`config.mk`:
```
export PLATFORM = sky130hd
export DESIGN_NAME = dpwm_softstart_ctrl
export DESIGN_NICKNAME = d
export VERILOG_FILES = /design/src/rtl/dpwm_pkg.sv /design/src/rtl/dpwm_period_timer.sv /design/src/rtl/dpwm_softstart_ctrl.sv
export SDC_FILE = /design/constraint.sdc
export NUM_CORES = 1
export LEC_CHECK = 0
export CAP_MARGIN = 20
export CORE_ASPECT_RATIO = 1.5
export CORE_MARGIN = 2
export CORE_UTILIZATION = 41
export CTS_BUF_LIST = sky130_fd_sc_hd__clkbuf_4 sky130_fd_sc_hd__clkbuf_8 sky130_fd_sc_hd__clkbuf_16
export CTS_CLUSTER_SIZE = 12
export DETAILED_ROUTE_END_ITERATION = 10
export HOLD_SLACK_MARGIN = 0.06
export PLACE_DENSITY_LB_ADDON = 0.08
export SYNTH_ARGS = -nofsm -noshare
export SYNTH_HDL_FRONTEND = slang
export SYNTH_SLANG_ARGS = --single-unit
```
`constraint.sdc`:
```
create_clock -name hf_clock -period 11.7 [get_ports hf_clock]
set_clock_uncertainty 0.15 [all_clocks]
set_input_delay 1.17 -clock hf_clock [delete_from_list [all_inputs] [get_ports hf_clock]]
set_output_delay 1.17 -clock hf_clock [all_outputs]
set_load 0.01 [all_outputs]
```
`src/rtl/dpwm_pkg.sv`:
```
// Shared definitions for DPWM-side controllers.
//   - DEFAULT_RESOLUTION / DEFAULT_DIV_WIDTH: default duty and prescaler widths.
//   - state_t: 3-bit soft-start sequencer state encoding.
package dpwm_pkg;

  localparam int DEFAULT_RESOLUTION = 12;
  localparam int DEFAULT_DIV_WIDTH  = 8;

  typedef enum logic [2:0] {
    ST_IDLE      = 3'd0,
    ST_RAMP_UP   = 3'd1,
    ST_RUN       = 3'd2,
    ST_RAMP_DOWN = 3'd3,
    ST_FAULT     = 3'd4
  } state_t;

endpackage

```
`src/rtl/dpwm_period_timer.sv`:
```
// PWM period timer mirroring the DPWM fs semantics.
// The counter reloads fs after reaching all-ones, so one period is
// 2^RESOLUTION - fs clocks; fs = all-ones yields a tick every clock.
// A new fs is only picked up on the reload, i.e. at the next wrap.
// Ports:
//   hf_clock    : clock shared with the DPWM
//   reset       : asynchronous, active-low
//   fs          : period setting (same value fed to the DPWM)
//   period_tick : high for one clock at the end of each PWM period
module dpwm_period_timer
  import dpwm_pkg::*;
#(
  parameter int RESOLUTION = DEFAULT_RESOLUTION
) (
  input  logic                  hf_clock,
  input  logic                  reset,
  input  logic [RESOLUTION-1:0] fs,
  output logic                  period_tick
);

  localparam logic [RESOLUTION-1:0] ALL_ONES = '1;

  logic [RESOLUTION-1:0] cnt_p0;

  assign period_tick = (cnt_p0 == ALL_ONES);

  always_ff @(posedge hf_clock or negedge reset) begin
    if (!reset) begin
      cnt_p0 <= '0;
    end else if (period_tick) begin
      cnt_p0 <= fs;
    end else begin
      cnt_p0 <= cnt_p0 + RESOLUTION'(1);
    end
  end

endmodule

```
`src/rtl/dpwm_softstart_ctrl.sv`:
```
// Soft-start / soft-stop sequencer in front of a DPWM instance.
// Ramps duty from 0 up to a latched target, holds it, ramps back to 0,
// and forces an immediate shutdown on fault. Duty only moves on ramp
// update ticks, which are derived from PWM period boundaries.
// Ports:
//   hf_clock, reset          : DPWM clock, async active-low reset
//   start / stop             : pulses to begin ramp-up / ramp-down
//   fault                    : level, forces FAULT (highest priority)
//   fault_clear              : pulse, leaves FAULT once fault is low
//   target_duty              : run duty, latched when start is accepted
//   ramp_step                : duty change per update (0 acts as 1)
//   ramp_div                 : one update every ramp_div+1 PWM periods
//   fs                       : DPWM period setting
//   duty_cycle, enable       : registered drives to the DPWM
//   state, faulted           : registered status
module dpwm_softstart_ctrl
  import dpwm_pkg::*;
#(
  parameter int RESOLUTION = DEFAULT_RESOLUTION,
  parameter int DIV_WIDTH  = DEFAULT_DIV_WIDTH
) (
  input  logic                  hf_clock,
  input  logic                  reset,
  input  logic                  start,
  input  logic                  stop,
  input  logic                  fault,
  input  logic                  fault_clear,
  input  logic [RESOLUTION-1:0] target_duty,
  input  logic [RESOLUTION-1:0] ramp_step,
  input  logic [DIV_WIDTH-1:0]  ramp_div,
  input  logic [RESOLUTION-1:0] fs,
  output logic [RESOLUTION-1:0] duty_cycle,
  output logic                  enable,
  output logic [2:0]            state,
  output logic                  faulted
);

  // Saturating ramp arithmetic. The add is done one bit wider so a large
  // step never wraps before the clamp to the target.
  function automatic logic [RESOLUTION-1:0] sat_add_clamp(
    input logic [RESOLUTION-1:0] a,
    input logic [RESOLUTION-1:0] b,
    input logic [RESOLUTION-1:0] lim
  );
    logic [RESOLUTION:0] sum;
    sum = {1'b0, a} + {1'b0, b};
    if (sum > {1'b0, lim}) return lim;
    else                   return sum[RESOLUTION-1:0];
  endfunction

  function automatic logic [RESOLUTION-1:0] sat_sub_floor(
    input logic [RESOLUTION-1:0] a,
    input logic [RESOLUTION-1:0] b
  );
    logic signed [RESOLUTION+1:0] diff;
    diff = $signed({2'b00, a}) - $signed({2'b00, b});
    if (diff < 0) return '0;
    else          return diff[RESOLUTION-1:0];
  endfunction

  state_t                state_q;
  logic [RESOLUTION-1:0] duty_q;
  logic [RESOLUTION-1:0] target_q;
  logic [DIV_WIDTH-1:0]  presc_q;
  logic                  enable_q;
  logic                  faulted_q;

  logic                  period_tick;
  logic                  upd_tick;
  logic [RESOLUTION-1:0] step_eff;
  logic [RESOLUTION-1:0] duty_up;
  logic [RESOLUTION-1:0] duty_dn;

  dpwm_period_timer #(
    .RESOLUTION (RESOLUTION)
  ) u_period_timer (
    .hf_clock    (hf_clock),
    .reset       (reset),
    .fs          (fs),
    .period_tick (period_tick)
  );

  assign step_eff = (ramp_step == '0) ? RESOLUTION'(1) : ramp_step;
  assign upd_tick = period_tick && (presc_q == ramp_div);
  assign duty_up  = sat_add_clamp(duty_q, step_eff, target_q);
  assign duty_dn  = sat_sub_floor(duty_q, step_eff);

  always_ff @(posedge hf_clock or negedge reset) begin
    if (!reset) begin
      state_q   <= ST_IDLE;
      duty_q    <= '0;
      target_q  <= '0;
      presc_q   <= '0;
      enable_q  <= 1'b0;
      faulted_q <= 1'b0;
    end else begin
      // Prescaler counts PWM periods; the >= also recovers if ramp_div is
      // lowered below the running count. Ramp entries below override it.
      if (period_tick) begin
        presc_q <= (presc_q >= ramp_div) ? '0 : presc_q + DIV_WIDTH'(1);
      end

      if (fault) begin
        state_q   <= ST_FAULT;
        duty_q    <= '0;
        enable_q  <= 1'b0;
        faulted_q <= 1'b1;
      end else begin
        case (state_q)
          ST_IDLE: begin
            if (start && !stop) begin
              target_q <= target_duty;
              presc_q  <= '0;
              enable_q <= 1'b1;
              state_q  <= ST_RAMP_UP;
            end
          end

          // Transitions take precedence over a coincident update tick.
          ST_RAMP_UP: begin
            if (stop) begin
              presc_q <= '0;
              state_q <= ST_RAMP_DOWN;
            end else if (duty_q == target_q) begin
              state_q <= ST_RUN;
            end else if (upd_tick) begin
              duty_q <= duty_up;
            end
          end

          ST_RUN: begin
            if (stop) begin
              presc_q <= '0;
              state_q <= ST_RAMP_DOWN;
            end
          end

          // Reaching zero on an update leaves immediately, so enable falls
          // on the same edge as the final duty step.
          ST_RAMP_DOWN: begin
            if (start && !stop) begin
              target_q <= target_duty;
              presc_q  <= '0;
              state_q  <= ST_RAMP_UP;
            end else if (duty_q == '0) begin
              enable_q <= 1'b0;
              state_q  <= ST_IDLE;
            end else if (upd_tick) begin
              duty_q <= duty_dn;
              if (duty_dn == '0) begin
                enable_q <= 1'b0;
                state_q  <= ST_IDLE;
              end
            end
          end

          ST_FAULT: begin
            if (fault_clear) begin
              faulted_q <= 1'b0;
              state_q   <= ST_IDLE;
            end
          end

          default: begin
            duty_q    <= '0;
            enable_q  <= 1'b0;
            faulted_q <= 1'b0;
            state_q   <= ST_IDLE;
          end
        endcase
      end
    end
  end

  assign duty_cycle = duty_q;
  assign enable     = enable_q;
  assign state      = state_q;
  assign faulted    = faulted_q;

endmodule

```
==> results of run 1 <==
layer usage:
| metal | global-route usage (%) | vias up |
|---|---|---|
| li1 | - | 1982 |
| met1 | 24.0 | 1952 |
| met2 | 41.1 | 102 |
| met3 | 3.56 | 41 |
| met4 | 11.7 | 0 |
| met5 | 0 | - |
kinds of logic after synthesis:
logic type	count (synthesis)	synth area share (%)
AND/OR/NAND/NOR	175	19.9
AO/OA/AOI/OAI	116	18.1
buffers and inverters	77	7.30
flip-flops	49	26.9
adder cells (fa/ha/maj)	48	13.5
XOR/XNOR	44	8.45
multiplexers	25	5.92
flip-flops by register name (all words and copies together) (netlist names):
name / cells
faulted: 1
enable: 1
presc_q: 8
u_period_timer.cnt_p0: 12
state: 3
target_q: 12
duty_cycle: 12
cells in the mapped netlist (all sizes together), types with 3 or more instances:
library cell / instances
nor3: 8
nor3b: 4
ha: 46
nor2b: 10
a21o: 7
a31oi: 4
o21a: 7
or3: 4
xor2: 28
xnor2: 16
inv: 46
o211ai: 14
a221oi: 3
o21ai: 20
nand2: 51
a311oi: 3
buf: 12
mux2: 16
a21oi: 28
or4: 3
and4: 4
o31ai: 3
and3: 7
clkbuf: 18
nand3: 24
nand2b: 4
a211oi: 4
nor4: 14
mux2i: 9
dfrtp: 49
nor2: 30
o311ai: 3
nand4: 6
layout make-up:
class,instances,area [um2],area share (%)
multi-input cells,408,3000,55.2
clock buffers,7,146,2.69
repair buffers,68,671,12.3
inverters,47,176,3.25
clock inverters,1,30.0,0.552
well taps,147,184,3.38
flip-flops and latches,49,1230,22.6
worst paths after layout:
kind | startpoint | depth (start not counted) | to | slack [ns]
max in group asynchronous | reset | 2 | u_period_timer.cnt_p0[8] | 10.13
max | ramp_step[1] | 20 | duty_cycle[8] | 5.50
min in group asynchronous | reset | 2 | presc_q[6] | 0.83
min reg2reg | enable | 1 | enable | 0.34
max reg2reg | duty_cycle[0] | 17 | duty_cycle[8] | 6.82
min | enable | 1 | enable | 0.34
power by group through the flow:
stage               sequential (mW)  clock (mW)  combinational [mW]
floorplan                     0.201           0               0.113
global placement              0.206           0               0.157
detailed placement            0.207           0               0.160
CTS                           0.204       0.179               0.161
global route                  0.206       0.185               0.179
finish                        0.204       0.174               0.161
per-stage QoR:
stage          setup WS (ns)  cell area [um2]
2_1_floorplan           6.31             4560
3_3_place_gp            5.26             5260
3_5_place_dp            5.15             5260
4_1_cts                 5.47             5440
5_1_grt                 5.15             5440
6_report                5.50             5440
layout by cell type, fill, tap and decap left out, types with 5 or more instances in the layout:
master	n
xor2_1	28
nor2_1	30
a21oi_1	27
nand2_1	51
xnor2_1	16
clkdlybuf4s50_1	65
mux2i_1	9
o211ai_1	14
and3_1	6
ha_1	46
mux2_2	14
nor3_1	8
a21o_1	6
clkbuf_16	5
dfrtp_1	49
nor4_1	13
inv_1	46
nand3_1	24
nor2b_1	10
nand4_1	6
o21a_1	6
o21ai_0	15
==> flow_summary.ini, run 1 <==
[synth]
syn_area_per_cell_um2 = 8.54
synth_edf_count = 0
synthTopCellsByArea = dfrtp_1, ha_1, xor2_1
ys_seq_area_share_pct = 26.9
synth.ff_latch_count = 49
yosys.area.top_type = dfrtp_1
synth.distinct_cells = 69
synth_nets = 632
yosys_warnings = 0
synth_ff_type = dfrtp_1
synth_top_area_share_pct = 26.9
syn_inst = 534
syn_area_um2 = 4560
async_flop_share_pct = 100

[timing]
slew_viol_final = 0
tns_ns = 0
fmax_mhz = 161
hold_viol_final = 0
finalCriticalPeriod_ns = 6.20
relSlewSlack_pct = 38.4
finalSetupViolCount = 0
rsz0062_at_grt = false
finalCritPeriodShare_pct = 53.0
worst_pin_slew_ns = 0.913
hold-worst-slack_ns = 0.344

[drt]
drcViolationCount = 0
viasPerCell = 5.61
drt-pass1-iter-count = 5
wire_per_inst_um = 17.9
met3_length_um = 472
met1_length_um = 4990
dr.max_layer_used = met4
drt-initial-drc-count = 168
num_vias = 4077
postRouteWirelength_um = 13000
wl_met2_um = 6930
ant_nets = 0

[place]
gp_congestion = 0.908
portBuffers = 66
dp.cells = 719
hpwl_um = 10400

[worst_setup_path]
worst-path-buf-inv = 2
cpMostUsedCell = ha_1
arrival_ns = 6.20
worstSetupPathType = in2reg
cp-start-kind = input pin
max_stage_delay_ns = 0.66
cp_top_family = compound AO/OA/AOI/OAI gates
crit_fanout = 19
cp_data_required_time_ns = 11.69
cp-end-kind = register
slowest_stage = o21ai_2
path_cells = clkdlybuf4s50_1 -> nor4_1 -> a31o_2 -> ha_1 -> inv_1 -> fa_1 -> o21ba_1 -> nor4_2 -> a211oi_1 -> a221oi_2 -> mux2i_1 -> or3_1 -> ha_1 -> a21o_1 -> a21oi_1 -> and4b_1 -> o21ai_2 -> mux2_1 -> a22oi_1 -> a211oi_2

[floorplan]
die_h_um = 133
start_util_pct = 41.7
ios = 67
die_w_um = 90.1
die_area_um2 = 12000
core_area_um2 = 10900
rows = 47

[clock_tree]
clk_pin_slew_ns = 0.07
hold_buffers = 0
h-tree-depth = 2
numCtsBuffers = 5
root_buffer = clkbuf_16
cts_setup_buffers = 0
cts.repair.resized = 0
cts.sinks = 49
clock_path_buffers = 2
worstSkewPairLatency_ns = 0.30
tritoncts = yes

[layout]
stdcell_count = 727
n_fill_cell = 1089
final_util_pct = 49.7
diodes = 0
final_nets = 677
drive_gt1_share_pct = 7.41
area_growth_syn_to_layout_pct = 19.2

[grt]
grt_pass1_wl_um = 21300
grt_max_degree = 50
grtUsageTotal_pct = 22.2
gr-total-overflow = 0
antenna_found_initial = 0
first_global_vias = 4236

[pwr]
switchingPower_mw = 0.169
ir_drop_mv = 0.105
leakage_nw = 2.41
switching_share_pct = 31.4
pwr-share-comb_pct = 29.8
totalPowerFinal_mw = 0.539
clockPowerShare_pct = 32.3
intPower_mw = 0.370
seqPwrFrac_pct = 37.9
power_density_nw_per_um2 = 99.1

[worst_hold_path]
hp-class = reg2reg

[run]
maxCapViolations = 0

[outcome]
status = finished, final reports clean
Power figures use the tool's default switching activity.
==> run 2: changes to the inputs <==
==> constraint.sdc (replaced) <==
create_clock -name hf_clock -period 6.4 [get_ports hf_clock]
set_clock_uncertainty 0.15 [all_clocks]
set_input_delay 0.64 -clock hf_clock [delete_from_list [all_inputs] [get_ports hf_clock]]
set_output_delay 0.64 -clock hf_clock [all_outputs]
set_load 0.01 [all_outputs]
==> flow_summary.ini, run 2 (same netlist as run 1, synthesis figures left out) <==
[outcome]
status = finished, final reports clean

[timing]
hold_viol_final = 0
finalSetupViolCount = 0
tns_ns = 0
relSlewSlack_pct = 36.4
finalCriticalPeriod_ns = 5.70
rsz0062_at_grt = false
slew_viol_final = 0
finalCritPeriodShare_pct = 89.1
worst_pin_slew_ns = 0.942
hold-worst-slack_ns = 0.299
fmax_mhz = 175

[drt]
wire_per_inst_um = 18.0
postRouteWirelength_um = 13100
viasPerCell = 5.61
wl_met2_um = 7040
drt-initial-drc-count = 173
drcViolationCount = 0
met1_length_um = 5060
num_vias = 4079
drt-pass1-iter-count = 4
met3_length_um = 506
ant_nets = 0
dr.max_layer_used = met4

[clock_tree]
h-tree-depth = 2
cts.repair.resized = 0
root_buffer = clkbuf_16
clk_pin_slew_ns = 0.07
hold_buffers = 0
tritoncts = yes
cts.sinks = 49
numCtsBuffers = 5
clock_path_buffers = 2
worstSkewPairLatency_ns = 0.30
cts_setup_buffers = 0

[run]
maxCapViolations = 0

[layout]
stdcell_count = 727
diodes = 0
drive_gt1_share_pct = 7.41
mostFrequentLayoutCells = clkdlybuf4s50_1, nand2_1, dfrtp_1
final_nets = 677
area_growth_syn_to_layout_pct = 18.8
layout_commonest_cell = clkdlybuf4s50_1

[grt]
grt_max_degree = 50
grt_pass1_wl_um = 21300
grtUsageTotal_pct = 22.2
antenna_found_initial = 0
gr-total-overflow = 0
first_global_vias = 4246

[floorplan]
start_util_pct = 41.7
die_h_um = 133
ios = 67
die_area_um2 = 12000
core_area_um2 = 10900
die_w_um = 90.1
rows = 47

[pwr]
ir_drop_mv = 0.183
leakage_nw = 2.40
power_density_nw_per_um2 = 176

[place]
dp.cells = 719
hpwl_um = 10400
gp_congestion = 0.909
portBuffers = 66

[worst_setup_path]
worstSetupPathType = in2reg
cp-start-kind = input pin
arrival_ns = 5.69
crit_fanout = 19
cp_data_required_time_ns = 6.39
cp-end-kind = register

[worst_hold_path]
hp-class = in2async
-- run 2: path summary, 6_finish.rpt --
path | depth (start not counted) | startpoint | end | slack [ns]
hold reg to reg | 1 | u_period_timer.cnt_p0[0] | u_period_timer.cnt_p0[0] | 0.35
max in group asynchronous | 2 | reset | u_period_timer.cnt_p0[11] | 5.35
setup reg to reg | 17 | duty_cycle[0] | duty_cycle[8] | 1.48
hold / removal | 2 | reset | presc_q[3] | 0.30
min in group hf_clock | 1 | u_period_timer.cnt_p0[0] | u_period_timer.cnt_p0[0] | 0.35
setup / recovery | 20 | ramp_step[8] | duty_cycle[8] | 0.70
-- run 2: worst max-delay path, cell delays in order --
cell and delay, ns:
clkdlybuf4s50_1 0.45, nor3_1 0.35, a31o_2 0.23, ha_1 0.16
inv_1 0.05, fa_1 0.39, o21ba_1 0.23, nor4_2 0.16
a211oi_1 0.12, a221oi_2 0.34, mux2i_1 0.13, or3_1 0.38
ha_1 0.30, a21o_1 0.10, a21oi_1 0.08, and4b_1 0.22
o21ai_2 0.64, mux2_1 0.39, a22oi_1 0.22, a211oi_2 0.09
-- run 2: metal layers --
| metal | global-route usage (%) | up-vias |
|---|---|---|
| met5 | 0 | - |
| met4 | 9.06 | 0 |
| met3 | 3.28 | 30 |
| met2 | 42.6 | 104 |
| met1 | 24.0 | 1962 |
| li1 | - | 1983 |
-- run 2: cell type report --
type,count,area (um2)
clock inverters,1,5.00
well taps,147,184
multi-input cells,408,3000
fillers,1097,5520
repair buffers,68,671
inverters,47,176
flip-flops and latches,49,1230
clock buffers,7,153
-- run 2: stage by stage --
step | total power, mW | cell area (um2) | worst slack (ns) | utilization [%]
after detailed placement | 0.671 | 5260 | 0.384 | 48.1
after floorplan | 0.574 | 4560 | 1.54 | -
after global routing | 1.01 | 5420 | 0.357 | 49.5
final | 0.954 | 5420 | 0.698 | 49.5
after global placement | 0.664 | 5260 | 0.491 | 48.1
after CTS | 0.962 | 5420 | 0.705 | 49.5
-- run 2: power breakdown --
group | switching (mW) | internal, mW
clock | 0.120 | 0.166
sequential | 0.0356 | 0.338
combinational | 0.156 | 0.138
total | 0.312 | 0.642
==> run 3: changes to the inputs <==
--- a/config.mk
+++ b/config.mk
@@ -8,7 +8,7 @@
 export CAP_MARGIN = 20
 export CORE_ASPECT_RATIO = 1.5
 export CORE_MARGIN = 2
-export CORE_UTILIZATION = 41
+export CORE_UTILIZATION = 38
 export CTS_BUF_LIST = sky130_fd_sc_hd__clkbuf_4 sky130_fd_sc_hd__clkbuf_8 sky130_fd_sc_hd__clkbuf_16
 export CTS_CLUSTER_SIZE = 12
 export DETAILED_ROUTE_END_ITERATION = 10
@@ -16,4 +16,5 @@
 export PLACE_DENSITY_LB_ADDON = 0.08
 export SYNTH_ARGS = -nofsm -noshare
 export SYNTH_HDL_FRONTEND = slang
+export SYNTH_HIERARCHICAL = 1
 export SYNTH_SLANG_ARGS = --single-unit
==> flow_summary.ini, run 3 <==
[outcome]
status = finished, final reports clean

[clock_tree]
cts_setup_buffers = 0
clock_path_buffers = 2
numCtsBuffers = 5
tritoncts = yes
hold_buffers = 0
root_buffer = clkbuf_16
clk_pin_slew_ns = 0.07
cts.sinks = 49
h-tree-depth = 2
cts.repair.resized = 0
worstSkewPairLatency_ns = 0.29

[worst_setup_path]
max_stage_delay_ns = 0.56
worst-path-buf-inv = 2
r2r_slack_ns = 1.62
arrival_ns = 5.66
worstSetupPathType = in2reg
reg2reg_from = duty_cycle[1]
r2r_cells = 15
cp-start-kind = input pin
cp_data_required_time_ns = 6.43
path_cells = clkdlybuf4s50_1 -> nor3_1 -> a31o_2 -> ha_1 -> inv_1 -> fa_1 -> o21ba_2 -> o221ai_1 -> or4_1 -> a31oi_1 -> o21bai_1 -> xnor2_1 -> ha_1 -> a21o_1 -> a21oi_1 -> o2111ai_1 -> a211o_1 -> or2_1 -> a32o_1 -> a22o_1
slowest_stage = nor3_1
cp-end-kind = register
r2r-end = duty_cycle[0]
crit_fanout = 13
cp_top_family = compound AO/OA/AOI/OAI gates
cpMostUsedCell = ha_1

[floorplan]
die_h_um = 139
die_w_um = 94.0
core_area_um2 = 12000
rows = 49
die_area_um2 = 13100
start_util_pct = 38.6
ios = 67

[timing]
hold_viol_final = 0
tns_ns = 0
fmax_mhz = 178
finalSetupViolCount = 0
rsz0062_at_grt = false
finalCritPeriodShare_pct = 87.9
slew_viol_final = 0
relSlewSlack_pct = 47.9
hold-worst-slack_ns = 0.295
finalCriticalPeriod_ns = 5.62
worst_pin_slew_ns = 0.779

[drt]
ant_nets = 0
drt-initial-drc-count = 228
postRouteWirelength_um = 13400
viasPerCell = 5.67
wire_per_inst_um = 17.8
drt-pass1-iter-count = 5
drcViolationCount = 0
num_vias = 4254

[run]
maxCapViolations = 0

[pwr]
power_density_nw_per_um2 = 215
leakage_nw = 2.33
ir_drop_mv = 0.111

[synth]
async_flop_share_pct = 100
yosys-top-cells-count = dfrtp_1, inv_1, ha_1
syn_inst = 556
synth_top_area_share_pct = 26.5
yosys_warnings = 6
yosys.area.top_type = dfrtp_1
syn_area_per_cell_um2 = 8.31
synth.ff_latch_count = 49
ys_seq_area_share_pct = 26.5
synthMostInstantiatedCell = dfrtp_1
syn_area_um2 = 4620
synth_edf_count = 0
synth.distinct_cells = 68
synth_ff_type = dfrtp_1
synthTopCellsByArea = dfrtp_1, ha_1, xnor2_1
synth_nets = 654

[grt]
antenna_found_initial = 0
first_global_vias = 4294
grt_max_degree = 50
grt_pass1_wl_um = 21300
grtUsageTotal_pct = 20.6
gr-total-overflow = 0

[layout]
area_growth_syn_to_layout_pct = 18.2
final_nets = 694
layout.cell_area.non_filler_um2 = 5460
n_fill_cell = 1192
final_util_pct = 45.7
drive_gt1_share_pct = 6.03
mostFrequentLayoutCells = clkdlybuf4s50_1, dfrtp_1, inv_1
layout_commonest_cell = clkdlybuf4s50_1
diodes = 0

[place]
portBuffers = 66
hpwl_um = 10700
gp_congestion = 0.891
placed_area_um2 = 5310

[worst_hold_path]
hp-class = in2async
run 3: changes by cell type after synthesis, sizes merged, moves of 6 or more:
cell    change
o211ai     -11
xnor2       +6
buf         -6
nand2      -23
xor2       -11
nand4      +11
o21ai      +25
mux2i       -6
nand3      -14
clkbuf     +10
nor2       +14
a22oi       +6
run 3: layer usage:
| layer | wire [um] | track usage, % | part of all wire (%) | vias up |
|---|---|---|---|---|
| met2 | 7190 | 37.9 | 54 | 90 |
| li1 | - | - | - | 2081 |
| met5 | 0 | 0 | 0 | - |
| met4 | 473 | 10.7 | 3.5 | 0 |
| met3 | 375 | 1.58 | 2.8 | 22 |
| met1 | 5350 | 23.0 | 40 | 2061 |
run 3: logic make-up after synthesis:
group | synth area share [%]
flip-flops | 26.5
buffers and inverters | 7.55
AO/OA/AOI/OAI | 21.8
adder cells (fa/ha/maj) | 13.3
multiplexers | 4.14
AND/OR/NAND/NOR | 19.2
XOR/XNOR | 7.39
run 3: worst reg2reg max path, delay by kind of cell, from the launching register on:
family	cells	cell delay (ns)
DFF	1	0.51
adders and majority gates	2	0.64
AOI/OAI and AO/OA	7	2.24
and+or+nand+nor	6	1.13
run 3: cell type report:
cell class              count  area [um2]  area share (%)
clock buffers               6         133            2.43
well taps                 153         191            3.51
repair buffers             67         663            12.1
clock inverters             2        13.8           0.252
flip-flops and latches     49        1230            22.5
multi-input cells         423        3050            55.8
inverters                  50         188            3.44
run 3: through the flow:
step / total power, mW / worst slack, ns / std cells
after global placement: 0.891 / 0.666 / 742
after global routing: 1.26 / 0.418 / 750
final: 1.17 / 0.776 / 750
after detailed placement: 0.907 / 0.526 / 742
after floorplan: 0.785 / 1.87 / 556
after CTS: 1.18 / 0.836 / 750
run 3: worst max-delay path by stage:
| stage | startpoint | end | slack [ns] | depth (start not counted) |
|---|---|---|---|---|
| 5_1_grt | ramp_step[8] | duty_cycle[0] | 0.42 | 20 |
| 4_1_cts | ramp_step[8] | duty_cycle[0] | 0.84 | 20 |
| 2_1_floorplan | ramp_step[4] | duty_cycle[10] | 1.87 | 20 |
| 6_report | ramp_step[8] | duty_cycle[0] | 0.78 | 20 |
| 3_5_place_dp | ramp_step[8] | duty_cycle[0] | 0.53 | 20 |
| 3_3_place_gp | ramp_step[8] | duty_cycle[0] | 0.67 | 20 |
run 3: report_power, final:
group | total (mW) | leakage [nW] | switching, mW | internal, mW
Combinational | 0.441 | 1.64 | 0.236 | 0.204
Clock | 0.268 | 0.0747 | 0.117 | 0.150
Sequential | 0.465 | 0.618 | 0.0841 | 0.381
Total | 1.17 | 2.33 | 0.438 | 0.735
